`config.mk`:
```
export PLATFORM = sky130hd
export DESIGN_NAME = uart_tx_mmio
export DESIGN_NICKNAME = d
export VERILOG_FILES = /design/src/rtl/uart_tx_mmio.sv
export SDC_FILE = /design/constraint.sdc
export NUM_CORES = 1
export LEC_CHECK = 0
export CORE_MARGIN = 3
export CORE_UTILIZATION = 40
export DETAILED_ROUTE_END_ITERATION = 8
export MAX_ROUTING_LAYER = met4
export PLACE_DENSITY = 0.62
export SLEW_MARGIN = 20
export SYNTH_ARGS = -nofsm -noshare
export SYNTH_HDL_FRONTEND = slang
export SYNTH_SLANG_ARGS = --single-unit
```
`constraint.sdc`:
```
create_clock -name wire_clock_50Mhz -period 6.6 [get_ports wire_clock_50Mhz]
set_input_delay 0.66 -clock wire_clock_50Mhz [delete_from_list [all_inputs] [get_ports wire_clock_50Mhz]]
set_output_delay 0.66 -clock wire_clock_50Mhz [all_outputs]
set_load 0.005 [all_outputs]
```
`src/rtl/uart_tx_mmio.sv`:
```
// Memory-mapped UART transmitter: CPU pushes bytes into a small FIFO at ADDR_DATA,
// polls status at ADDR_STATUS; an 8N1 serializer drains the FIFO LSB first.
module uart_tx_mmio #(
  parameter logic [15:0] ADDR_DATA    = 16'hFFF0,
  parameter logic [15:0] ADDR_STATUS  = 16'hFFF1,
  parameter int          CLKS_PER_BIT = 434,
  parameter int          FIFO_DEPTH   = 8
) (
  input  logic        wire_clock_50Mhz,
  input  logic        wire_reset,
  input  logic [15:0] bus_RAM_ADDRESS,
  input  logic [15:0] bus_RAM_DATA_IN,
  input  logic        wire_RW,
  input  logic        wire_bus_strobe,
  output logic        wire_io_sel,
  output logic [15:0] bus_IO_DATA_OUT,
  output logic        wire_uart_tx,
  output logic        wire_tx_busy
);

  localparam int              AW        = $clog2(FIFO_DEPTH);
  localparam int              CW        = AW + 1;
  localparam logic [15:0]     BAUD_LAST = 16'(CLKS_PER_BIT - 1);
  localparam logic [CW-1:0]   FIFO_FULL = CW'(FIFO_DEPTH);

  typedef enum logic [1:0] {S_IDLE, S_START, S_DATA, S_STOP} tx_state_e;

  tx_state_e     state_q, state_d;
  logic [15:0]   baud_q, baud_d;
  logic [2:0]    bit_q, bit_d;
  logic [7:0]    shift_q, shift_d;
  logic          tx_q, tx_d;
  logic          busy_q, busy_d;
  logic [AW-1:0] wr_ptr_q, wr_ptr_d;
  logic [AW-1:0] rd_ptr_q, rd_ptr_d;
  logic [CW-1:0] count_q, count_d;
  logic          overflow_q, overflow_d;
  logic [15:0]   rdata_q, rdata_d;
  logic [7:0]    mem_q [FIFO_DEPTH];

  logic sel_data, sel_status, wr_data, rd_data, rd_status;
  logic full, empty, push, drop, pop, baud_done;
  logic unused_data_hi;

  assign sel_data    = (bus_RAM_ADDRESS == ADDR_DATA);
  assign sel_status  = (bus_RAM_ADDRESS == ADDR_STATUS);
  assign wire_io_sel = sel_data | sel_status;

  assign wr_data   = wire_bus_strobe &  wire_RW & sel_data;
  assign rd_data   = wire_bus_strobe & ~wire_RW & sel_data;
  assign rd_status = wire_bus_strobe & ~wire_RW & sel_status;

  assign full      = (count_q == FIFO_FULL);
  assign empty     = (count_q == '0);
  assign push      = wr_data & ~full;
  assign drop      = wr_data & full;
  assign pop       = (state_q == S_IDLE) & ~empty;
  assign baud_done = (baud_q == BAUD_LAST);

  assign unused_data_hi = ^bus_RAM_DATA_IN[15:8];

  assign bus_IO_DATA_OUT = rdata_q;
  assign wire_uart_tx    = tx_q;
  assign wire_tx_busy    = busy_q;

  always_comb begin
    // NOTE: every signal gets a default first so no path through this block infers a latch.
    wr_ptr_d   = wr_ptr_q;
    rd_ptr_d   = rd_ptr_q;
    count_d    = count_q;
    overflow_d = overflow_q;
    rdata_d    = rdata_q;
    state_d    = state_q;
    baud_d     = baud_q;
    bit_d      = bit_q;
    shift_d    = shift_q;
    tx_d       = tx_q;
    busy_d     = busy_q;

    if (push) wr_ptr_d = wr_ptr_q + AW'(1);
    if (pop)  rd_ptr_d = rd_ptr_q + AW'(1);
    case ({push, pop})
      2'b10:   count_d = count_q + CW'(1);
      2'b01:   count_d = count_q - CW'(1);
      default: count_d = count_q;
    endcase

    // A drop on the same edge as a status read must leave the flag set.
    if (rd_status) overflow_d = 1'b0;
    if (drop)      overflow_d = 1'b1;

    if (rd_status)
      rdata_d = {5'b0, 7'(count_q), overflow_q, busy_q, full, empty};
    else if (rd_data)
      rdata_d = 16'h0000;

    // tx/busy are registered, so they are computed from the state being entered.
    case (state_q)
      S_IDLE: begin
        tx_d   = 1'b1;
        busy_d = 1'b0;
        if (!empty) begin
          shift_d = mem_q[rd_ptr_q];
          baud_d  = '0;
          state_d = S_START;
          tx_d    = 1'b0;
          busy_d  = 1'b1;
        end
      end
      S_START: begin
        if (baud_done) begin
          baud_d  = '0;
          bit_d   = '0;
          state_d = S_DATA;
          tx_d    = shift_q[0];
        end else begin
          baud_d = baud_q + 16'd1;
        end
      end
      S_DATA: begin
        if (baud_done) begin
          baud_d = '0;
          if (bit_q == 3'd7) begin
            state_d = S_STOP;
            tx_d    = 1'b1;
          end else begin
            bit_d = bit_q + 3'd1;
            tx_d  = shift_q[bit_d];
          end
        end else begin
          baud_d = baud_q + 16'd1;
        end
      end
      S_STOP: begin
        if (baud_done) begin
          baud_d  = '0;
          state_d = S_IDLE;
          busy_d  = 1'b0;
        end else begin
          baud_d = baud_q + 16'd1;
        end
      end
      default: state_d = S_IDLE;
    endcase
  end

  // NOTE: sequential state uses non-blocking assignments so all flops update together.
  always_ff @(posedge wire_clock_50Mhz) begin
    if (wire_reset) begin
      state_q    <= S_IDLE;
      baud_q     <= '0;
      bit_q      <= '0;
      shift_q    <= '0;
      tx_q       <= 1'b1;
      busy_q     <= 1'b0;
      wr_ptr_q   <= '0;
      rd_ptr_q   <= '0;
      count_q    <= '0;
      overflow_q <= 1'b0;
      rdata_q    <= 16'h0000;
    end else begin
      state_q    <= state_d;
      baud_q     <= baud_d;
      bit_q      <= bit_d;
      shift_q    <= shift_d;
      tx_q       <= tx_d;
      busy_q     <= busy_d;
      wr_ptr_q   <= wr_ptr_d;
      rd_ptr_q   <= rd_ptr_d;
      count_q    <= count_d;
      overflow_q <= overflow_d;
      rdata_q    <= rdata_d;
    end
  end

  // NOTE: FIFO storage has no reset; count/pointers alone define which entries are valid.
  always_ff @(posedge wire_clock_50Mhz) begin
    if (push && !wire_reset) mem_q[wr_ptr_q] <= bus_RAM_DATA_IN[7:0];
  end

endmodule

```
## Word level (Yosys, flattened, before mapping)

Memories as Yosys holds them, arrays and structs flattened. A register that Yosys moved wholly into a read port is not among the register bits.
Index checks and enable logic that the tools add are counted.

- Flip-flop bits (word level): 42
- RAM bits: 64
- Input bits: 36
- Logic and storage cells: 92
- Memories: 1

- $add $sub $neg: 6
- $lt $le $gt $ge: 1
- Eq/ne operators: 16
- Mux-type cells: 30
- Bitwise gates (word level): 12
- Reduce and logical (&&, ||, !) cells: 16

Memories:

| memory | depth | width | rd ports | clocked after Yosys merged registers in | wr ports | line | RTL |
|---|---|---|---|---|---|---|---|
| mem_q | 8 | 8 | 1 | 1 | 1 | 39 | `logic [7:0] mem_q [FIFO_DEPTH];` |

Operator list:

| kind | number |
|---|---|
| $eq 16x16->1 const B | 2 |
| $mux 16 | 2 |
| $pmux 16 s2 | 1 |
| $add 16x1->16 const B | 1 |
| $eq 16x9->1 const B | 1 |
| $mux 8 | 2 |
| $ne 2x2->1 const B | 6 |
| $mux 1 | 11 |
| $mux 2 | 5 |
| $reduce_bool 2->1 | 5 |
| $add 3x1->3 const B | 3 |
| $mux 3 | 3 |
| $and 1x1->1 | 8 |
| $pmux 2 s4 | 1 |
| $pmux 4 s2 | 1 |
| $eq 2x2->1 const B | 3 |
| $pmux 3 s2 | 1 |
| $reduce_and 5->1 | 1 |
| $add 4x1->4 const B | 1 |
| $eq 2x1->1 const B | 2 |
| $eq 4x4->1 const B | 1 |
| $logic_not 4->1 | 1 |
| $lt 3x4->1 const B | 1 |
| $reduce_and 2->1 | 2 |
| other kinds (14) | 16 |

## Longest topological paths before layout

Gate-level depths: netlist of run 1.

- Word-level depth: 6
- Gate-level depth with buffers: 12
- Depth with buffers taken out: 11

## Least setup slack after synthesis of run 1

OpenSTA, ideal clock, no wires.

- Path kind: input port to flip-flop
- From: input bus_RAM_ADDRESS[1]
- To: register count_q[2]
- Data arrival time: 3.381 ns
- Data required time: 6.530 ns
- Setup slack: 3.149 ns
- Stages on the path: 11
- Cell sequence: or4b_1 > or3_4 > nor4b_4 > inv_1 > ha_1 > xor2_1 > ha_1 > a21oi_1 > xor2_1 > or3_1 > a21oi_1

- Cells in the longest elaborated chain, start to end: 5

Ends and longest elaborated chain:

| element | line | RTL |
|---|---|---|
| from (decl) | 11 | `input logic [15:0] bus_RAM_ADDRESS,` |
| $eq 16x16->1 * | 45 | `assign sel_data = (bus_RAM_ADDRESS == ADDR_DATA);` |
| $and 1x1->1 * | 49 | `assign wr_data = wire_bus_strobe & wire_RW & sel_data;` |
| $and 1x1->1 * | 55 | `assign push = wr_data & ~full;` |
| $eq 2x1->1 or $eq 2x2->1 (tied branches) | 82 | `case ({push, pop})` |
| $pmux 4 s2 or $reduce_bool 2->1 (tied branches) | n/a |  |
| to (signal assigned) | 170 | `count_q <= count_d;` |
| to (decl) | 36 | `logic [CW-1:0] count_q, count_d;` |

Mark *: on every way between the ends. The rest lies on a longest branch, timed or not.
A chain may end at the register's enable or synchronous reset.

## Worst setup path after layout of run 1

Same ends and word-level chain as after synthesis.

==> summary.md, run 1 <==
| Metric | Value |
|---|---|
| Via count of the first global-routing pass | 3193 |
| Worst-Skew Late Latency | 410 ps |
| Worst hold path depth | 2 |
| Post_cts resized | 0 |
| Hold path endpoint | bus_IO_DATA_OUT[4]$_SDFFE_PP0P_ |
| CP arrival | 3970 ps |
| GRT met2 Usage | 22.4% |
| Status | complete, no violations |
| Layout Nets | 506 |
| Residual DRC count | 0 |
| Via count | 3294 |
| Initial antenna violation count | 0 |
| Met1 Use GR | 19.2% |
| Clock Path Buffers | 2 |
| Layout Cells excl Fill | 637 |
| Port Buf Inserts | 38 |
| Initial DRC count | 246 |
| Netlist cell types | 57 |
| Min cycle time layout | 3640 ps |
| Lkg Pwr | 0.00203 uW |
| Flops & latches, synth | 114 |
| Peak Freq | 0.275 GHz |
| Die outline height | 118 um |
| CTS Buf Count | 17 |
| Starting Density | 41.5% |
| Reg-to-reg critical path startpoint | count_q[0]$_SDFFE_PP0P_ |
| Post-CTS Hold Buffers | 0 |
| Peak supply drop | 0.000221 V |
| Area Growth Syn to Fin | 22.9% |
| Tot GR Track Use | 14.9% |
| Synth async-reset ratio | 0% |
| # H-tree levels | 4 |
| Reg2reg end | count_q[2]$_SDFFE_PP0P_ |
| Worst Hold Class | flop to flop |
| 1st-pass router iterations | 4 |
| Die X | 118 um |
| # fillers | 1049 |
| DPL Wire Length | 6.23 mm |
| Crit end category | flop |
| Post-CTS setup buffer count | 0 |
| Slew @ Worst Pin | 1020 ps |
| Max Cap Viol | 0 |
| WS Path Type | input pin to flop |
| Multi-input gate area | 1990 um2 |
| Avg Inst Size Synth | 12.3 um2 |
| Largest net degree at the start of global routing | 40 |
| Netlist Area Pre-Place | 5050 um2 |
| Part of the cycle the worst path needs | 55.2% |
| Share of cells above drive strength 1 | 14.3% |
| Clock Skews | 7.39 ps |
| Relative slew slack | 31.7% |
| Final setup vio count | 0 |
| Top Usage Layer GRT | met2 |
| Critical Path RT | 6930 ps |
| R2R depth | 10 |
| Core area | 12200 um2 |
| Standard-cell rows | 40 |
| CTS root buffer | clkbuf_16 |
| Top FF cell, synth | edfxtp_1 |
| CTS tree | built |
| Crit start category | input pin |
| Register Area | 2920 um2 |
| WL per Instance | 15.4 um |
| Die Footprint | 14000 um2 |
| Worst reg2reg setup slack | 3750 ps |
| CP Max Fanout | 7 |
| Seq/Total Area, Yosys | 57.9% |
| Max Slew Vio Count | 0 |
| Final wirelength | 9.84 mm |
| Yosys warns | 0 |
| First-pass GRT wire length | 16.0 mm |
| Grt total ovfl | 0 |
| ANT nets after route | 0 |
| Mapped Cells | 412 |
| Gp weighted congestion | 0.780 |
| Drt via density | 5.17 |
| Met3 Use GR | 4.02% |
| Count of final hold-check violations | 0 |
| EDFF count, synth | 64 |
| Power per cell area | 287 nW/um2 |
| DP Cell Count | 605 |
| N_diodes | 0 |
| RSZ-0062 raised after global routing | no |
| CTS Sinks | 114 |
| I/O pin count | 55 |
| Setup TNS | 0 ps |
| Hold path start | bus_IO_DATA_OUT[4]$_SDFFE_PP0P_ |
| Clk pin slew, worst setup/hold paths | 50 ps |
==> Yosys cell counts (2+ instances only) <==
master	instances	area share (%)
and2_1	2	0.25
nand2b_1	10	1.2
dfxtp_1	50	20
o211ai_1	2	0.30
clkbuf_1	13	0.97
nor4_1	2	0.25
a21oi_1	29	2.9
o21ai_0	6	0.59
a211oi_1	11	1.6
mux4_2	17	7.6
or3_1	2	0.25
nor2_1	36	2.7
mux2i_1	13	2.6
nand4_1	8	0.99
xor2_1	5	0.87
a31oi_1	9	1.1
or4_1	2	0.30
and3_1	3	0.37
nand3b_1	2	0.30
a41oi_1	2	0.35
a22o_1	3	0.52
nand3_1	22	2.2
mux2_2	2	0.45
nand2_1	27	2.0
buf_1	3	0.22
xnor2_1	4	0.69
buf_2	3	0.30
ha_1	14	3.5
inv_1	9	0.67
edfxtp_1	64	38
nor3_1	3	0.30
buf_4	8	1.2
or2_2	2	0.25
==> where the power goes <==
group	internal, uW	total, uW	switching (uW)	leakage [uW]
clock	631	951	320	0.000297
sequential	754	759	5.08	0.000978
combinational	32.4	72.8	40.4	0.000752
total	1420	1780	366	0.00203
==> state kept, by name (all words and copies together) (netlist names) <==
| register | flops |
|---|---|
| wr_ptr_q | 3 |
| wire_uart_tx | 1 |
| shift_q | 8 |
| count_q | 4 |
| wire_tx_busy | 1 |
| state_q | 2 |
| bus_IO_DATA_OUT | 8 |
| baud_q | 16 |
| mem_q | 64 |
| overflow_q | 1 |
| bit_q | 3 |
| rd_ptr_q | 3 |
==> worst max-delay path by stage <==
stage                             startpoint                      end  slack [ps]  cells past startpoint
final                     bus_RAM_ADDRESS[1]  count_q[2]$_SDFFE_PP0P_        2960                     12
after global routing      bus_RAM_ADDRESS[1]  count_q[2]$_SDFFE_PP0P_        2680                     12
after CTS                 bus_RAM_ADDRESS[1]  count_q[2]$_SDFFE_PP0P_        2960                     12
after detailed placement  bus_RAM_ADDRESS[1]  count_q[2]$_SDFFE_PP0P_        2540                     12
after global placement    bus_RAM_ADDRESS[1]  count_q[2]$_SDFFE_PP0P_        2580                     12
after floorplan           bus_RAM_ADDRESS[1]  count_q[2]$_SDFFE_PP0P_        3150                     11
==> final cells by class <==
| type | count | area share (%) |
|---|---|---|
| flip-flops and latches | 114 | 47.1 |
| multi-input cells | 269 | 32.1 |
| clock buffers | 19 | 6.97 |
| repair buffers | 45 | 6.97 |
| well taps | 168 | 3.39 |
| clock inverters | 13 | 2.98 |
| inverters | 9 | 0.544 |
==> layout by cell type (no fill, tap or decap), types with 4 or more instances in the layout <==
cell type	n
xor2_1	5
a211oi_1	10
dfxtp_1	50
bufinv_16	4
ha_1	14
inv_1	9
nand2_1	27
mux2i_1	13
nand3_1	22
mux4_2	17
edfxtp_1	64
nand4_1	8
clkbuf_16	17
clkdlybuf4s50_1	38
xnor2_1	4
o21ai_0	6
conb_1	8
a21oi_1	29
a31oi_1	9
nor2_1	36
nand2b_1	10
buf_4	7
==> metrics by stage <==
stage	util [%]	instance area (um2)	setup WS [ps]	hold slack [ps]	power, uW
after floorplan	-	5080	3150	433	814
after global placement	46.0	5590	2580	438	843
after detailed placement	46.0	5590	2540	443	846
after CTS	51.0	6210	2960	451	1800
after global routing	51.0	6210	2680	477	1840
final	51.0	6210	2960	450	1780
==> cells by family after synthesis <==
logic type	Yosys count	share of synthesized area (%)
AO/OA/AOI/OAI	72	9.04
XOR/XNOR	9	1.56
adder cells (fa/ha/maj)	14	3.47
buffers and inverters	36	3.34
flip-flops	114	57.9
multiplexers	32	10.6
other	1	0.0743
AND/OR/NAND/NOR	134	14.0
==> critical path, cell delays in order <==
cell             delay, ps
clkdlybuf4s50_1        400
or4b_1                 540
or3_4                  420
nor4b_4                510
inv_1                  130
ha_1                   280
xor2_1                 160
ha_1                   180
a21oi_1                140
xor2_1                  90
or3_1                  300
a21oi_1                140
==> per-layer routing <==
metal	up-vias	share of wire, %
met5	-	0
met4	0	1.4
met3	13	4.4
met2	63	48
met1	1588	46
li1	1630	-
Power figures use the tool's default switching activity.
==> run 2, diff against run 1 <==
Clock period 6.6 ns to 3.8 ns, I/O delays scaled along.
==> summary.md, run 2 (synthesis results as in run 1) <==
| Metric | Value |
|---|---|
| Status | complete, no violations |
| Switching pwr | 692 uW (+89%) |
| Switching Share | 23.3% (+2.8 points) |
| Tot GR Track Use | 15.7% (+0.80 points) |
| Worst-Skew Late Latency | 410 ps (about the same) |
| Min cycle time layout | 3060 ps |
| Post_cts resized | 0 (unchanged) |
| Post-CTS Hold Buffers | 0 (unchanged) |
| Gp weighted congestion | 0.777 (-0.50%) |
| Crit start category | input pin |
| Lkg Pwr | 0.00205 uW (+0.88%) |
| Max Cap Viol | 0 (unchanged) |
| Biggest regs | mem_q x64, baud_q x16 |
| Final wirelength | 9.97 mm (+1.4%) |
| CTS root buffer | clkbuf_16 |
| WL per Instance | 15.5 um (+0.28%) |
| Post-CTS setup buffer count | 0 (unchanged) |
| Worst Hold Class | flop to flop |
| WS Path Type | input pin to flop |
| Initial DRC count | 234 (-4.9%) |
| Relative slew slack | 33.2% (+1.4 points) |
| Peak supply drop | 0.000428 V (+93%) |
| Port Buf Inserts | 38 (unchanged) |
| Die Footprint | 14000 um2 (unchanged) |
| Layout Nets | 513 (+1.4%) |
| Max Slew Vio Count | 0 (unchanged) |
| Design Power | 2970 uW (+67%) |
| Die outline height | 118 um (unchanged) |
| DPL Wire Length | 6.64 mm (+6.6%) |
| Hold path start | bus_IO_DATA_OUT[2]$_SDFFE_PP0P_ |
| Max incr delay on CP | 540 ps (about the same) |
| Starting Density | 41.5% (unchanged) |
| Power per cell area | 478 nW/um2 (+67%) |
| Worst Setup SP | bus_RAM_ADDRESS[1] |
| Die X | 118 um (unchanged) |
| Critical Path RT | 4150 ps (-2780 ps) |
| Largest net degree at the start of global routing | 26 (-35%) |
| Area Growth Syn to Fin | 23.0% |
| Count of final hold-check violations | 0 (unchanged) |
| Clock Skews | 7.11 ps (-0.277 ps) |
| Core area | 12200 um2 (unchanged) |
| CP Max Fanout | 4 (-3) |
| Crit end category | flop |
| Setup TNS | 0 ps (unchanged) |
| Drt via density | 5.24 (+1.3%) |
| Top delay family on crit path | simple AND/OR/NAND/NOR gates |
| CTS tree | built |
| Cell Chain, Critical Path | clkdlybuf4s50_1 > or4b_1 > or3_4 > nor4b_4 > inv_1 > ha_1 > xor2_1 > ha_1 > a21oi_1 > xor2_1 > or3_1 > a21oi_1 |
| Slowest cell on the critical path | or4b_1 |
| Final setup vio count | 0 (unchanged) |
| Grt total ovfl | 0 (unchanged) |
| Via count | 3375 (+2.5%) |
| RSZ-0062 raised after global routing | no |
| ANT nets after route | 0 (unchanged) |
| Largest reg by FF count | mem_q |
| CTS Buf Count | 17 (unchanged) |
| Residual DRC count | 0 (unchanged) |
| Via count of the first global-routing pass | 3387 (+6.1%) |
| N_diodes | 0 (unchanged) |
| CP arrival | 3400 ps (-570 ps) |
| Most frequent cells in the layout | 64 x edfxtp_1, 50 x dfxtp_1, 38 x clkdlybuf4s50_1 |
| Slew @ Worst Pin | 989 ps (-31.3 ps) |
| Part of the cycle the worst path needs | 80.5% |
| I/O pin count | 55 (unchanged) |
| Sequential power share | 44.3% (+1.7 points) |
| 1st-pass router iterations | 4 (unchanged) |
| Largest register FFs | 64 (unchanged) |
| Clk pwr share | 51.4% (-2.0 points) |
| Int Pwr | 2280 uW (+61%) |
| Gate power share | 4.3% (+0.2 points) |
| Commonest non-fill, non-tap cell in the layout | edfxtp_1 |
| Initial antenna violation count | 0 (unchanged) |
| CTS Sinks | 114 (unchanged) |
| Clk pin slew, worst setup/hold paths | 60 ps (about the same) |
| Reg-to-reg critical path startpoint | count_q[2]$_SDFFE_PP0P_ |
| Clock Path Buffers | 2 (unchanged) |
| Peak Freq | 0.327 GHz |
| # H-tree levels | 4 (unchanged) |
| First-pass GRT wire length | 17.0 mm (+6.8%) |
| Standard-cell rows | 40 (unchanged) |
| Crit path buffers/inverters | 2 (unchanged) |
| Share of cells above drive strength 1 | 15.8% (+1.5 points) |
==> run 2: stage by stage <==
| step | hold WS, ps | util [%] | worst slack, ps | cells | cell area [um2] |
|---|---|---|---|---|---|
| floorplan | 433 | - | 629 | 419 | 5080 |
| global placement | 439 | 46.4 | 368 | 612 | 5640 |
| detailed placement | 446 | 46.4 | 309 | 612 | 5640 |
| CTS | 453 | 51.1 | 732 | 644 | 6210 |
| global route | 473 | 51.1 | 509 | 644 | 6210 |
| finish | 449 | 51.1 | 741 | 644 | 6210 |
==> run 2: worst min-delay path: stages, from the launching register on <==
cell and delay (ps):
dfxtp_1 310, nand2_1 50, a21oi_1 50
==> run 2: final timing paths <==
| kind | depth (start not counted) | endpoint | slack, ps |
|---|---|---|---|
| setup / recovery | 12 | count_q[2]$_SDFFE_PP0P_ | 740 |
| hold / removal | 2 | bus_IO_DATA_OUT[2]$_SDFFE_PP0P_ | 450 |
| setup reg to reg | 10 | count_q[2]$_SDFFE_PP0P_ | 1040 |
| hold reg to reg | 2 | bus_IO_DATA_OUT[2]$_SDFFE_PP0P_ | 450 |
==> run 2: power by group through the flow <==
stage	clock, uW	sequential, uW	combinational, uW
CTS	1560	1320	127
floorplan	0	1340	72.9
detailed placement	0	1340	126
global placement	0	1340	122
global route	1630	1320	143
finish	1530	1320	127
==> run 2: layout make-up <==
class / count / area [um2]
Clock buffer: 17 / 425
Clock inverter: 15 / 146
Fill cell: 1070 / 5950
Inverter: 9 / 33.8
Multi-Input combinational cell: 269 / 1990
Sequential cell: 114 / 2920
Tap cell: 168 / 210
Timing Repair Buffer: 52 / 485
==> run 2: routing by layer <==
layer,vias to the layer above,GRT usage [%],routed length [um]
met2,42,25.0,4950
met4,0,5.27,136
met1,1669,19.8,4580
li1,1651,-,-
met5,-,-,0
met3,13,3.83,311
==> run 3, diff against run 2 <==
Settings changed: PLACE_DENSITY 0.62 to 0.64.
Clock period 3.8 ns to 2.8 ns, I/O delays scaled along.
==> summary.md, run 3 (synthesis results as in run 1) <==
| Metric | Value |
|---|---|
| Max Slew Vio Count | 0 (unchanged) |
| WS Path Type | input pin to flop |
| Starting Density | 41.5% (unchanged) |
| Via count of the first global-routing pass | 3334 (-1.6%) |
| Standard-cell rows | 40 (unchanged) |
| # fillers | 1056 (-1.3%) |
| Placed cell areas | 5700 um2 (+1.1%) |
| Residual DRC count | 0 (unchanged) |
| Gp weighted congestion | 0.753 (-3.0%) |
| Crit start category | input pin |
| First-pass GRT wire length | 16.2 mm (-4.9%) |
| CP arrival | 2960 ps (-440 ps) |
| Largest reg by FF count | mem_q |
| Peak Freq | 0.382 GHz |
| Post-CTS Hold Buffers | 0 (unchanged) |
| RSZ-0062 raised after global routing | no |
| CTS Sinks | 114 (unchanged) |
| Slew @ Worst Pin | 622 ps (-367 ps) |
| # H-tree levels | 4 (unchanged) |
| Dpl ws | -348 ps (-658 ps) |
| Worst-Skew Late Latency | 400 ps (about the same) |
| Largest net degree at the start of global routing | 23 (-12%) |
| Die X | 118 um (unchanged) |
| Design Power | 4100 uW (+38%) |
| Max Cap Viol | 0 (unchanged) |
| WL per Instance | 15.1 um (-2.5%) |
| Hold path endpoint | bus_IO_DATA_OUT[7]$_SDFFE_PP0P_ |
| N_diodes | 0 (unchanged) |
| Most frequent cells in the layout | 64 x edfxtp_1, 50 x dfxtp_1, 36 x nor2_1 |
| Power per cell area | 648 nW/um2 (+36%) |
| Register Area | 2920 um2 (unchanged) |
| DP Cell Count | 619 (+1.1%) |
| Hold path start | bus_IO_DATA_OUT[7]$_SDFFE_PP0P_ |
| Core area | 12200 um2 (unchanged) |
| Final wirelength | 9.85 mm (-1.2%) |
| CTS tree | built |
| CTS Buf Count | 17 (unchanged) |
| Worst Hold Class | flop to flop |
| Die outline height | 118 um (unchanged) |
| Multi-input gate area | 2010 um2 (+0.88%) |
| Peak supply drop | 0.000465 V (+8.6%) |
| Clock Skews | 6.98 ps (-0.124 ps) |
| Min cycle time layout | 2620 ps |
| R2R depth | 7 (-3) |
| Initial antenna violation count | 0 (unchanged) |
| Initial DRC count | 221 (-5.6%) |
| Share of cells above drive strength 1 | 17.8% (+2.0 points) |
| 1st-pass router iterations | 4 (unchanged) |
| Worst reg2reg setup slack | 310 ps (-730 ps) |
| Area Growth Syn to Fin | 25.2% |
| Layout Cells excl Fill | 652 (+1.2%) |
| Part of the cycle the worst path needs | 93.6% |
| Reg2reg end | baud_q[5]$_SDFFE_PP0P_ |
| Clock Path Buffers | 2 (unchanged) |
| Final worst slack | 179 ps (-562 ps) |
| Die Footprint | 14000 um2 (unchanged) |
| Commonest non-fill, non-tap cell in the layout | edfxtp_1 |
| Status | complete, no violations |
| Port Buf Inserts | 38 (unchanged) |
| CTS root buffer | clkbuf_16 |
| Post-Layout Inst Area | 6320 um2 (+1.8%) |
| Crit end category | flop |
| Count of final hold-check violations | 0 (unchanged) |
| Reg-to-reg critical path startpoint | baud_q[0]$_SDFFE_PP0P_ |
| Drt via density | 5.19 (-0.91%) |
| Lkg Pwr | 0.00213 uW (+4.0%) |
| Critical Path RT | 3140 ps (-1010 ps) |
| Largest register FFs | 64 (unchanged) |
| Grt total ovfl | 0 (unchanged) |
| Biggest regs | mem_q x64, baud_q x16 |
| DPL Wire Length | 6.53 mm (-1.6%) |
| Via count | 3386 (+0.33%) |
| I/O pin count | 55 (unchanged) |
| Clk pin slew, worst setup/hold paths | 50 ps (about the same) |
| Final core occ | 52.0% (+0.92 points) |
| ANT nets after route | 0 (unchanged) |
| CP Max Fanout | 2 (-2) |
| Layout Nets | 521 (+1.6%) |
| Relative slew slack | 58.5% (+25 points) |
| Final setup vio count | 0 (unchanged) |
| Worst hold path depth | 2 (unchanged) |
| Tot GR Track Use | 15.0% (-0.70 points) |
==> run 3: timing repair <==
action | in CTS | in global routing
setup buffers | 0 | 1
endpoints found under the setup margin | 0 | 2
hold endpoints to repair | 0 | 0
gates resized for setup | 0 | 6
==> run 3: critical path: stages <==
cell and delay [ps]:
dlymetal6s2s_1 120, or4b_4 530, or3_4 420, nor4b_4 280, inv_1 100, ha_2 200
xor2_1 150, ha_2 200, a21oi_2 40, xor2_1 170, or3_1 350, a21oi_1 130
==> run 3: area by class of cell <==
cell class | instances | share of cell area [%]
sequential | 114 | 46.2
multi-input combinational | 269 | 31.7
clock buffer | 19 | 6.84
timing repair buffer | 60 | 8.78
inverter | 9 | 0.534
tap | 168 | 3.32
clock inverter | 13 | 2.57
==> run 3: metal layers <==
metal  routed length [um]  track usage [%]  part of all wire [%]
met4                  180             6.08                   1.8
met2                 4790             24.0                    49
met3                  443             4.50                   4.5
met5                    0                -                     0
met1                 4440             17.9                    45
==> run 3: worst max-delay path by stage <==
stage / startpoint / slack (ps) / to / cells past startpoint
2_1_floorplan: bus_RAM_ADDRESS[2] / -70 / count_q[2]$_SDFFE_PP0P_ / 11
3_3_place_gp: bus_RAM_ADDRESS[2] / -270 / count_q[2]$_SDFFE_PP0P_ / 12
3_5_place_dp: bus_RAM_ADDRESS[2] / -350 / count_q[2]$_SDFFE_PP0P_ / 12
4_1_cts: bus_RAM_ADDRESS[2] / 60 / count_q[2]$_SDFFE_PP0P_ / 12
5_1_grt: state_q[1]$_SDFFE_PP0P_ / 70 / count_q[2]$_SDFFE_PP0P_ / 9
6_report: bus_RAM_ADDRESS[1] / 180 / count_q[2]$_SDFFE_PP0P_ / 12
==> run 3: power breakdown <==
group | internal [uW] | total [uW] | leakage (uW) | switching [uW]
registers | 1780 | 1790 | 0.000978 | 12.6
clock network | 1400 | 2140 | 0.000285 | 742
logic | 77.4 | 174 | 0.000865 | 96.2
total | 3250 | 4100 | 0.00213 | 851
==> run 3: per-stage QoR <==
step	TNS, ps	hold WS [ps]
finish	0	448
global route	0	484
CTS	0	451
detailed placement	-1150	445
global placement	-469	440
floorplan	-65.2	379
